==> src/rtl/keypad_input_if.sv <==
// Command handshake between the keypad front end (master) and the CPU (slave).
`ifndef IC_N
`define IC_N 8
`endif

interface keypad_input_if;
  logic [`IC_N-1:0] in_cmd;
  logic             in_ack;

  modport master (output in_cmd, input in_ack);
  modport slave  (input in_cmd, output in_ack);
endinterface

==> src/rtl/keypad_input.sv <==
// Keypad front end: scans a 4x5 matrix, debounces single key presses, queues
// the mapped command codes and presents them to the CPU one at a time.
`ifndef IC_N
`define IC_N 8
`endif

module keypad_input #(
  parameter int unsigned         SCAN_DIV   = 16,
  parameter int unsigned         DEB_SCANS  = 4,
  parameter int unsigned         FIFO_DEPTH = 4,
  parameter logic [`IC_N-1:0]    IDLE_CMD   = '0,
  parameter logic [20*`IC_N-1:0] KEYMAP     = {
    `IC_N'(20), `IC_N'(19), `IC_N'(18), `IC_N'(17), `IC_N'(16),
    `IC_N'(15), `IC_N'(14), `IC_N'(13), `IC_N'(12), `IC_N'(11),
    `IC_N'(10), `IC_N'(9),  `IC_N'(8),  `IC_N'(7),  `IC_N'(6),
    `IC_N'(5),  `IC_N'(4),  `IC_N'(3),  `IC_N'(2),  `IC_N'(1)}
) (
  input  logic           clk,
  input  logic           rst,
  output logic [3:0]     row_n,
  input  logic [4:0]     col_n,
  keypad_input_if.master cpu,
  output logic           key_down,
  output logic           overflow
);

  localparam int unsigned      PTR_W     = $clog2(FIFO_DEPTH);
  localparam logic [15:0]      SLOT_LAST = 16'(SCAN_DIV - 1);
  localparam logic [3:0]       DEB_LAST  = 4'(DEB_SCANS - 1);
  localparam logic [PTR_W:0]   FIFO_FULL = (PTR_W + 1)'(FIFO_DEPTH);

  typedef enum logic [1:0] {IDLE, PRESS_CHK, HELD, REL_CHK} deb_state_t;
  typedef enum logic       {OUT_IDLE, OUT_VALID} out_state_t;

  logic [4:0]       col_meta, col_sync;
  logic [15:0]      slot_cnt;
  logic [1:0]       row_idx;
  logic             slot_last, scan_done;
  logic [4:0]       row_hits;
  logic [2:0]       hit_cnt, hit_col;
  logic [4:0]       row_key;
  logic [1:0]       acc_cnt, next_cnt;
  logic [4:0]       acc_key, next_key;
  logic             res_valid, same_key, cnt_done;
  deb_state_t       deb_state;
  logic [3:0]       deb_cnt;
  logic [4:0]       key_lat;
  logic             press_evt;
  logic [`IC_N-1:0] push_code;
  logic [`IC_N-1:0] fifo_mem [FIFO_DEPTH];
  logic [PTR_W-1:0] wr_ptr, rd_ptr;
  logic [PTR_W:0]   fifo_cnt;
  logic             fifo_empty, fifo_full, pop, push_ok;
  out_state_t       out_state;
  logic [`IC_N-1:0] cmd_q;

  function automatic logic [`IC_N-1:0] keymap_code(input logic [4:0] k);
    return KEYMAP[int'(k) * `IC_N +: `IC_N];
  endfunction

  // Two-flop synchroniser for the asynchronous column pins (idle = pulled high).
  always_ff @(posedge clk) begin
    if (rst) begin
      col_meta <= 5'h1F;
      col_sync <= 5'h1F;
    end else begin
      col_meta <= col_n;
      col_sync <= col_meta;
    end
  end

  assign slot_last = (slot_cnt == SLOT_LAST);
  assign scan_done = slot_last && (row_idx == 2'd3);

  // Fold the current row's hits into the running scan tally (0, 1 or "many").
  always_comb begin
    row_hits = ~col_sync;
    hit_cnt  = '0;
    hit_col  = '0;
    for (int c = 4; c >= 0; c--) begin
      if (row_hits[c]) begin
        hit_cnt = hit_cnt + 3'd1;
        hit_col = 3'(c);
      end
    end
    row_key  = 5'(row_idx) * 5'd5 + 5'(hit_col);
    next_cnt = acc_cnt;
    next_key = acc_key;
    if (hit_cnt == 3'd1 && acc_cnt == 2'd0) begin
      next_cnt = 2'd1;
      next_key = row_key;
    end else if (hit_cnt != 3'd0) begin
      next_cnt = 2'd2;
    end
  end

  assign res_valid = scan_done && (next_cnt == 2'd1);
  assign same_key  = res_valid && (next_key == key_lat);
  assign cnt_done  = (deb_cnt == DEB_LAST);

  // Row slot timer and row rotation; the tally restarts after row 3 is judged.
  always_ff @(posedge clk) begin
    if (rst) begin
      slot_cnt <= '0;
      row_idx  <= '0;
      row_n    <= 4'b1110;
      acc_cnt  <= '0;
      acc_key  <= '0;
    end else if (slot_last) begin
      slot_cnt <= '0;
      row_idx  <= row_idx + 2'd1;
      row_n    <= {row_n[2:0], row_n[3]};
      acc_cnt  <= (row_idx == 2'd3) ? 2'd0 : next_cnt;
      acc_key  <= (row_idx == 2'd3) ? 5'd0 : next_key;
    end else begin
      slot_cnt <= slot_cnt + 16'd1;
    end
  end

  // Debounce: a key must be the sole key for DEB_SCANS whole scans to count, and gone as long to release.
  always_ff @(posedge clk) begin
    if (rst) begin
      deb_state <= IDLE;
      deb_cnt   <= '0;
      key_lat   <= '0;
      key_down  <= 1'b0;
      press_evt <= 1'b0;
      push_code <= IDLE_CMD;
    end else begin
      press_evt <= 1'b0;
      if (scan_done) begin
        case (deb_state)
          IDLE: begin
            if (res_valid) begin
              key_lat <= next_key;
              if (DEB_SCANS == 1) begin
                press_evt <= 1'b1;
                push_code <= keymap_code(next_key);
                key_down  <= 1'b1;
                deb_state <= HELD;
              end else begin
                deb_cnt   <= 4'd1;
                deb_state <= PRESS_CHK;
              end
            end
          end
          PRESS_CHK: begin
            if (!same_key) begin
              deb_state <= IDLE;
            end else if (cnt_done) begin
              press_evt <= 1'b1;
              push_code <= keymap_code(key_lat);
              key_down  <= 1'b1;
              deb_state <= HELD;
            end else begin
              deb_cnt <= deb_cnt + 4'd1;
            end
          end
          HELD: begin
            if (!same_key) begin
              if (DEB_SCANS == 1) begin
                key_down  <= 1'b0;
                deb_state <= IDLE;
              end else begin
                deb_cnt   <= 4'd1;
                deb_state <= REL_CHK;
              end
            end
          end
          REL_CHK: begin
            if (same_key) begin
              deb_state <= HELD;
            end else if (cnt_done) begin
              key_down  <= 1'b0;
              deb_state <= IDLE;
            end else begin
              deb_cnt <= deb_cnt + 4'd1;
            end
          end
          default: deb_state <= IDLE;
        endcase
      end
    end
  end

  assign fifo_empty = (fifo_cnt == '0);
  assign fifo_full  = (fifo_cnt == FIFO_FULL);
  assign pop        = (out_state == OUT_IDLE) && !fifo_empty;
  assign push_ok    = press_evt && (!fifo_full || pop);

  // Queue storage; a simultaneous pop frees the slot a full-queue push lands in.
  always_ff @(posedge clk) begin
    if (push_ok) begin
      fifo_mem[wr_ptr] <= push_code;
    end
  end

  // Queue pointers, occupancy and the sticky drop flag.
  always_ff @(posedge clk) begin
    if (rst) begin
      wr_ptr   <= '0;
      rd_ptr   <= '0;
      fifo_cnt <= '0;
      overflow <= 1'b0;
    end else begin
      if (push_ok) wr_ptr <= wr_ptr + 1'b1;
      if (pop)     rd_ptr <= rd_ptr + 1'b1;
      if (push_ok && !pop)      fifo_cnt <= fifo_cnt + 1'b1;
      else if (!push_ok && pop) fifo_cnt <= fifo_cnt - 1'b1;
      if (press_evt && !push_ok) overflow <= 1'b1;
    end
  end

  // CPU handshake: present one code, hold it until acked, then show idle for at least a cycle.
  always_ff @(posedge clk) begin
    if (rst) begin
      out_state <= OUT_IDLE;
      cmd_q     <= IDLE_CMD;
    end else begin
      case (out_state)
        OUT_IDLE: begin
          if (!fifo_empty) begin
            cmd_q     <= fifo_mem[rd_ptr];
            out_state <= OUT_VALID;
          end
        end
        OUT_VALID: begin
          if (cpu.in_ack) begin
            cmd_q     <= IDLE_CMD;
            out_state <= OUT_IDLE;
          end
        end
        default: out_state <= OUT_IDLE;
      endcase
    end
  end

  assign cpu.in_cmd = cmd_q;

endmodule

==> src/flat_wrapper.sv <==
// flat-port wrapper written by rule: the top's interface ports become plain ports
module keypad_input_flat 
#(
  parameter int unsigned         SCAN_DIV   = 16,
  parameter int unsigned         DEB_SCANS  = 4,
  parameter int unsigned         FIFO_DEPTH = 4,
  parameter logic [`IC_N-1:0]    IDLE_CMD   = '0,
  parameter logic [20*`IC_N-1:0] KEYMAP     = {
    `IC_N'(20), `IC_N'(19), `IC_N'(18), `IC_N'(17), `IC_N'(16),
    `IC_N'(15), `IC_N'(14), `IC_N'(13), `IC_N'(12), `IC_N'(11),
    `IC_N'(10), `IC_N'(9),  `IC_N'(8),  `IC_N'(7),  `IC_N'(6),
    `IC_N'(5),  `IC_N'(4),  `IC_N'(3),  `IC_N'(2),  `IC_N'(1)}
)
  (clk, rst, row_n, col_n, key_down, overflow, cpu_in_cmd, cpu_in_ack);
  keypad_input_if cpu_i ();
  input  logic clk;
  input  logic rst;
  output logic [3:0] row_n;
  input  logic [4:0] col_n;
  output logic key_down;
  output logic overflow;
  output wire logic [$bits(cpu_i.in_cmd)-1:0] cpu_in_cmd;
  input wire logic [$bits(cpu_i.in_ack)-1:0] cpu_in_ack;
  assign cpu_in_cmd = cpu_i.in_cmd;
  assign cpu_i.in_ack = cpu_in_ack;
  keypad_input #(.SCAN_DIV(SCAN_DIV), .DEB_SCANS(DEB_SCANS), .FIFO_DEPTH(FIFO_DEPTH), .IDLE_CMD(IDLE_CMD), .KEYMAP(KEYMAP)) u_core (.clk(clk), .rst(rst), .row_n(row_n), .col_n(col_n), .cpu(cpu_i), .key_down(key_down), .overflow(overflow));
endmodule
==> config.mk <==
export PLATFORM = sky130hd
export DESIGN_NAME = keypad_input_flat
export DESIGN_NICKNAME = d
export VERILOG_FILES = /design/src/rtl/keypad_input_if.sv /design/src/rtl/keypad_input.sv /design/src/flat_wrapper.sv
export SDC_FILE = /design/constraint.sdc
export NUM_CORES = 1
export LEC_CHECK = 0
export CORE_MARGIN = 2
export CORE_UTILIZATION = 45
export DETAILED_ROUTE_END_ITERATION = 12
export PLACE_DENSITY_LB_ADDON = 0.05
export SLEW_MARGIN = 20
export SYNTH_ARGS = -nofsm -noshare
export SYNTH_HDL_FRONTEND = slang
export SYNTH_SLANG_ARGS = --single-unit
==> constraint.sdc <==
create_clock -name clk -period 8 [get_ports clk]
set_input_delay 1.6 -clock clk [delete_from_list [all_inputs] [get_ports clk]]
set_output_delay 1.6 -clock clk [all_outputs]
set_load 0.005 [all_outputs]
**After elaboration in Yosys (flattened, before gate mapping)**

Memory sizes are Yosys's and may differ from the RTL's. A register that Yosys moved wholly into a read port is not among the register bits.
Cells that the tools add are included.

- Flip-flop bits (word level): 77
- Memory bits (writable): 32
- Memories: 1

Memories:

| name | words | width | read ports | clocked after memory_dff | write ports | RTL line | RTL |
|---|---|---|---|---|---|---|---|
| u_core.fifo_mem | 4 | 8 | 1 | 1 | 1 | keypad_input.sv:50 | `` logic [`IC_N-1:0] fifo_mem [FIFO_DEPTH]; `` |

- Add/sub/neg operators: 12
- $mul: 1
- Eq/ne operators: 20
- Shifts and indexed selects: 1
- Multiplexer cells: 46
- Bitwise operators: 5
- Reductions and logical operators: 28

Operators by type and width:

| cell | number |
|---|---|
| 160-bit by 9-bit variable part select with 8-bit output (first input constant) | 1 |
| 3-bit 2-to-1 mux | 11 |
| 2-bit 2-to-1 mux | 11 |
| 4-bit 2-to-1 mux | 5 |
| 16-bit by 1-bit adder with 16-bit output (second input constant) | 1 |
| 16-bit by 4-bit == test with 1-bit output (second input constant) | 1 |
| 8-bit 2-to-1 mux | 2 |
| 4-bit case mux with 4 select lines | 1 |
| 8-bit case mux with 2 select lines | 1 |
| 3-bit by 1-bit adder with 3-bit output (second input constant) | 4 |
| 1-bit 2-to-1 mux | 10 |
| 5-bit 2-to-1 mux | 2 |
| 5-bit AND reduction | 2 |
| 1-bit logical AND | 9 |
| 2-bit by 1-bit inequality test with 1-bit output (second input constant) | 4 |
| 2-bit inequality test (second input constant) | 4 |
| 2-bit case mux with 4 select lines | 1 |
| 2-bit by 1-bit adder with 2-bit output (second input constant) | 3 |
| 2-bit == test (second input constant) | 3 |
| 6-bit AND reduction | 1 |
| 5-bit by 3-bit adder with 5-bit output | 1 |
| 5-bit == test | 1 |
| 2-bit by 3-bit multiplier with 5-bit output (second input constant) | 1 |
| 5-bit NOT | 1 |
| 22 further kinds | 32 |

**Depth between registers and ports, before layout**

- Depth after elaboration: 18
- Gate-level depth with buffers: 16

**Worst setup path before layout**

Ideal clock, no wire load.

- Kind: reg2reg
- Start point: reg u_core.col_sync[3]
- End point: reg u_core.deb_cnt[3]
- Arrival: 3.734 ns
- Required time: 7.883 ns
- Setup slack: 4.149 ns
- Cell stages (with the launch flop): 17
- Buffers on the path: 0
- Period minus slack after synthesis: 3.851 ns
- Cell sequence: dfxtp_1 > inv_1 > ha_1 > a21oi_1 > inv_1 > ha_1 > nor2_1 > a21oi_1 > ha_1 > nor2b_1 > a311oi_1 > o211ai_1 > nor2_1 > o2111ai_4 > o311a_4 > or3_4 > a32o_1

- Cells in the longest elaborated chain, start to end: 16
- Elaborated cells between the ends (all ways): 28
- Classes of those cells: add/sub: 4; eq/ne: 7; mux: 11; bitwise: 1; reduce/logical: 5

Ends and longest elaborated chain:

| element | RTL line | RTL |
|---|---|---|
| start: declaration | keypad_input.sv:35 | `logic [4:0] col_meta, col_sync;` |
| start signal: assignment | keypad_input.sv:68 | `col_sync <= col_meta;` |
| 5-bit NOT (*) | keypad_input.sv:77 | `row_hits = ~col_sync;` |
| 3-bit 2-to-1 mux | keypad_input.sv:81 | `if (row_hits[c]) begin` |
| 3-bit by 1-bit adder with 3-bit output | keypad_input.sv:82 | `hit_cnt = hit_cnt + 3'd1;` |
| 3-bit 2-to-1 mux | keypad_input.sv:81 |  |
| 3-bit by 1-bit adder with 3-bit output | keypad_input.sv:82 |  |
| 3-bit 2-to-1 mux | keypad_input.sv:81 |  |
| 3-bit by 1-bit adder with 3-bit output | keypad_input.sv:82 |  |
| 3-bit 2-to-1 mux | keypad_input.sv:81 |  |
| 3-bit nonzero test or 3-bit by 1-bit == test with 1-bit output (tied branches) | keypad_input.sv:92, keypad_input.sv:89 |  |
| 2-bit 2-to-1 mux or 1-bit logical AND (tied branches) | keypad_input.sv:92, keypad_input.sv:89 |  |
| 2-bit 2-to-1 mux | keypad_input.sv:89 | `if (hit_cnt == 3'd1 && acc_cnt == 2'd0) begin` |
| 2-bit by 1-bit == test with 1-bit output | keypad_input.sv:97 | `assign res_valid = scan_done && (next_cnt == 2'd1);` |
| 1-bit logical AND | keypad_input.sv:97 |  |
| 1-bit logical AND | keypad_input.sv:98 | `assign same_key = res_valid && (next_key == key_lat);` |
| 2-bit inequality test (no source line) or 2-bit by 1-bit inequality test with 1-bit output (tied branches) | - |  |
| 5-bit AND reduction (no source line) (*) | - |  |
| end signal: assignment | keypad_input.sv:156 | `deb_cnt <= deb_cnt + 4'd1;` |
| end signal: assignment | keypad_input.sv:177 | `deb_cnt <= deb_cnt + 4'd1;` |
| end: declaration | keypad_input.sv:46 | `logic [3:0] deb_cnt;` |

Every way passes the cells marked *; elsewhere a longest branch is shown, timed or not.
A chain may end at the register's enable or synchronous reset.

**Worst setup path after layout**

- Start point: reg u_core.col_sync[3]
- End point: reg u_core.push_code[0]

- Cells in the longest elaborated chain, start to end: 15
- Elaborated cells between the ends (all ways): 24
- Classes of those cells: add/sub: 4; eq/ne: 3; mux: 11; bitwise: 1; reduce/logical: 5

Ends and longest elaborated chain:

| element | RTL line | RTL |
|---|---|---|
| 5-bit NOT (*) | keypad_input.sv:77 |  |
| 3-bit 2-to-1 mux | keypad_input.sv:81 |  |
| 3-bit by 1-bit adder with 3-bit output | keypad_input.sv:82 |  |
| 3-bit 2-to-1 mux | keypad_input.sv:81 |  |
| 3-bit by 1-bit adder with 3-bit output | keypad_input.sv:82 |  |
| 3-bit 2-to-1 mux | keypad_input.sv:81 |  |
| 3-bit by 1-bit adder with 3-bit output | keypad_input.sv:82 |  |
| 3-bit 2-to-1 mux | keypad_input.sv:81 |  |
| 3-bit nonzero test or 3-bit by 1-bit == test with 1-bit output (tied branches) | keypad_input.sv:92, keypad_input.sv:89 |  |
| 2-bit 2-to-1 mux or 1-bit logical AND (tied branches) | keypad_input.sv:92, keypad_input.sv:89 |  |
| 2-bit 2-to-1 mux | keypad_input.sv:89 |  |
| 2-bit by 1-bit == test with 1-bit output | keypad_input.sv:97 |  |
| 1-bit logical AND | keypad_input.sv:97 |  |
| 1-bit logical AND (*) | keypad_input.sv:98 |  |
| 4-bit AND reduction (no source line) (*) | - |  |
| end signal: assignment | keypad_input.sv:138 | `push_code <= keymap_code(next_key);` |
| end signal: assignment | keypad_input.sv:152 | `push_code <= keymap_code(key_lat);` |
| end: declaration | keypad_input.sv:49 | `` logic [`IC_N-1:0] push_code; `` |

Marks and branches as above.

==> flow_metrics.py <==
metrics = {
    "final_layout": {
        "seq_area_um2": 2082,
        "final_cell_mix": "dfxtp_1, nor2_1, a21oi_1, nand2_1, ha_1",
        "nets": 503,
        "fill_cells": 965,
        "drive_gt1_frac": 0.1179,
        "diodes": 0,
        "layout_commonest_cell": "dfxtp_1",
        "area_delta_synth_final_pct": 10.63,
        "multi_input_area_um2": 2344,
    },
    "timing": {
        "slew_viol_final": 0,
        "tns_ns": 0,
        "min_period_ns": 4.273,
        "setup_slack_ns": 3.727,
        "finalSetupViolCount": 0,
        "fmax_mhz": 234.0,
        "relSlewSlack": 0.3301,
        "rsz0062_at_grt": "no",
        "post-route-period-util": 0.5341,
        "whs_ns": 0.4164,
        "finClkSkew_ns": 0.008281,
        "hold_viol": 0,
        "worst-slew-pin-transition_ns": 0.9957,
    },
    "yosys": {
        "syn_nets": 489,
        "yosys_warnings": 0,
        "synth-seq-cells": 94,
        "synthFlopType": "dfxtp_1",
        "yosysSeqAreaShare": 0.4546,
        "synth_edf_count": 20,
        "yosys.area.top_type": "dfxtp_1",
        "async_flop_share": 0,
        "yosysUniqueCellTypes": 68,
        "synth_top_area_frac": 0.3235,
        "syn_inst": 456,
        "syn_area_um2": 4579,
        "syn-mean-instance-area_um2": 10.04,
        "synthTopCellsByArea": "dfxtp_1, edfxtp_1, ha_1",
    },
    "drt": {
        "route.detailed.drc": 0,
        "routed_wl_um": 8868,
        "ant_nets": 0,
        "dr.pass1.iters": 4,
        "vias": 3229,
        "vias_per_cell": 5.311,
        "drt_iter0_drc": 106,
        "routedWlPerCell_um": 14.59,
    },
    "global_route": {
        "antenna_found_initial": 0,
        "grt_max_degree": 55,
        "grt_use_total": 0.1747,
        "grt_pass1_vias": 3153,
        "overflow": 0,
        "grt_pass1_wl_um": 15340,
    },
    "clocking": {
        "cts.sinks": 94,
        "ctsHtreeMaxLevel": 3,
        "cts_setup_buffers": 0,
        "ctsResizeCount": 0,
        "cts_tree": "yes",
        "cts_buffers": 9,
        "hold_buffers": 0,
        "clk_pin_slew_worst_paths_ns": 0.10,
        "clk_latency_ns": 0.37,
        "clockBufferDepth": 2,
        "cts_root_buf": "clkbuf_8",
    },
    "place": {
        "gp_congestion": 0.8672,
        "dp_hpwl_um": 6301,
        "dp_slack_ns": 3.745,
        "portBuffers": 21,
    },
    "critical_path": {
        "cp_num_buf_inv": 2,
        "critical_path_required_ns": 8.30,
        "crit_path_top_delay_cell": "nor4_2",
        "worst-endpoint-arrival_ns": 4.57,
        "critPathKind": "reg2reg",
        "cp_max_fo": 9,
        "critPathTopFamily": "compound AO/OA/AOI/OAI gates",
        "start_kind": "flip-flop",
        "cpPeakStageDelay_ns": 0.70,
        "end_kind": "flip-flop",
        "crit_chain": "inv_1, ha_1, a21oi_1, inv_1, ha_1, nor2_1, a21oi_1, ha_1, nor2b_1, a311oi_1, o211ai_1, o22ai_1, nand2_1, nor4_2, o2111ai_1, a21oi_1",
    },
    "power_and_ir_drop": {
        "total_power_uw": 1023,
        "power_density_nw_per_um2": 202.0,
        "p_leak_uw": 0.001910,
        "ir_worst_vdd_mv": 0.1023,
    },
    "floorplan": {
        "design.core.area_um2": 9819,
        "die_h_um": 104.9,
        "die_area_um2": 11000,
        "io_pins": 22,
        "initial_utilization": 0.4664,
        "rows": 36,
        "fp.dieW_um": 104.9,
    },
    "run": {
        "maxCapViolCount": 0,
    },
    "outcome": {
        "status": "complete, no violations",
    },
    "hold_path": {
        "hold_class": "reg2reg",
    },
}
-- state kept, by name (all words and copies together) (netlist names), 4 cells and up, named ones only --
| signal | cells |
|---|---|
| u_core.key_lat | 5 |
| u_core.col_meta | 5 |
| u_core.col_sync | 5 |
| u_core.cpu.in_cmd | 6 |
| u_core.acc_key | 5 |
| u_core.push_code | 5 |
| u_core.slot_cnt | 16 |
| u_core.fifo_mem | 20 |
| u_core.row_n | 4 |
| u_core.deb_cnt | 4 |
-- cell usage after synthesis (2+ instances only) --
| library cell | n |
|---|---|
| o2111ai_1 | 2 |
| nor2b_1 | 9 |
| fa_1 | 2 |
| inv_1 | 16 |
| ha_1 | 23 |
| a311oi_1 | 2 |
| mux2i_1 | 7 |
| or2_2 | 10 |
| o211ai_1 | 2 |
| dfxtp_1 | 74 |
| nor2_1 | 50 |
| nand4_1 | 4 |
| xnor2_1 | 13 |
| buf_4 | 3 |
| a211oi_1 | 3 |
| nor4_1 | 6 |
| or4_2 | 2 |
| a31o_2 | 2 |
| edfxtp_1 | 20 |
| mux2_2 | 3 |
| xor2_1 | 11 |
| and2_1 | 7 |
| and4_1 | 4 |
| and3_1 | 6 |
| or3_1 | 4 |
| xnor3_2 | 2 |
| mux4_2 | 5 |
| nand3_1 | 19 |
| clkbuf_1 | 14 |
| a22oi_1 | 3 |
| nand2b_1 | 6 |
| nor4_2 | 3 |
| o21ai_0 | 14 |
| nand2_1 | 32 |
| a21oi_1 | 33 |
| nor3_1 | 6 |
| o31ai_1 | 3 |
-- metrics by stage --
step / utilization / instance area, µm² / instances
floorplan: - / 4579 / 456
global placement: 0.4958 / 4868 / 592
detailed placement: 0.4958 / 4868 / 592
CTS: 0.5159 / 5066 / 608
global route: 0.5159 / 5066 / 608
finish: 0.5159 / 5066 / 608
-- worst register-to-register path, stage by stage, from the launching register on --
cell and delay (ns):
dfxtp_1 0.39, inv_1 0.08, ha_1 0.21, a21oi_1 0.28, inv_1 0.09, ha_1 0.31, nor2_1 0.04, a21oi_1 0.17
ha_1 0.27, nor2b_1 0.13, a311oi_1 0.33, o211ai_1 0.35, o22ai_1 0.32, nand2_1 0.16, nor4_2 0.70, o2111ai_1 0.22
a21oi_1 0.17
-- kinds of logic (layout without fill, tap and decap cells) --
family,after synthesis,after routing,synth area share
AO/OA/AOI/OAI,81,81,0.1254
XOR/XNOR,27,27,0.05984
adder cells (fa/ha/maj),25,25,0.07159
buffers and inverters,36,55,0.03360
flip-flops,94,94,0.4546
multiplexers,15,15,0.04727
AND/OR/NAND/NOR,178,178,0.2077
-- layer usage --
metal / wire length [µm] / vias up / GRT usage / share of wire
li1: - / 1664 / - / -
met1: 4658 / 1528 / 0.2469 / 0.53
met2: 3896 / 30 / 0.2602 / 0.44
met3: 220 / 7 / 0.04492 / 0.025
met4: 93 / 0 / 0.05810 / 0.010
met5: 0 / - / 0 / 0
-- final cells by class --
cell class | instances | area share
clock buffers | 9 | 0.02445
repair buffers | 22 | 0.04199
clock inverters | 7 | 0.01457
flip-flops and latches | 94 | 0.4110
well taps | 133 | 0.03285
inverters | 17 | 0.01260
multi-input cells | 326 | 0.4626
-- report_power, final --
part / total (µW) / internal, µW / switching (µW)
sequential: 534 / 510 / 24.6
combinational: 175 / 85.0 / 90.5
clock: 314 / 124 / 190
total: 1020 / 719 / 305
-- path summary, 6_finish.rpt --
check        cells after the start  slack [ns]                  end                from
min reg2reg                      1        0.42   u_core.col_sync[0]  u_core.col_meta[0]
min                              1        0.42   u_core.col_sync[0]  u_core.col_meta[0]
max                             16        3.73  u_core.push_code[0]  u_core.col_sync[3]
max reg2reg                     16        3.73  u_core.push_code[0]  u_core.col_sync[3]
No activity file was read; power rests on OpenSTA's default activity.
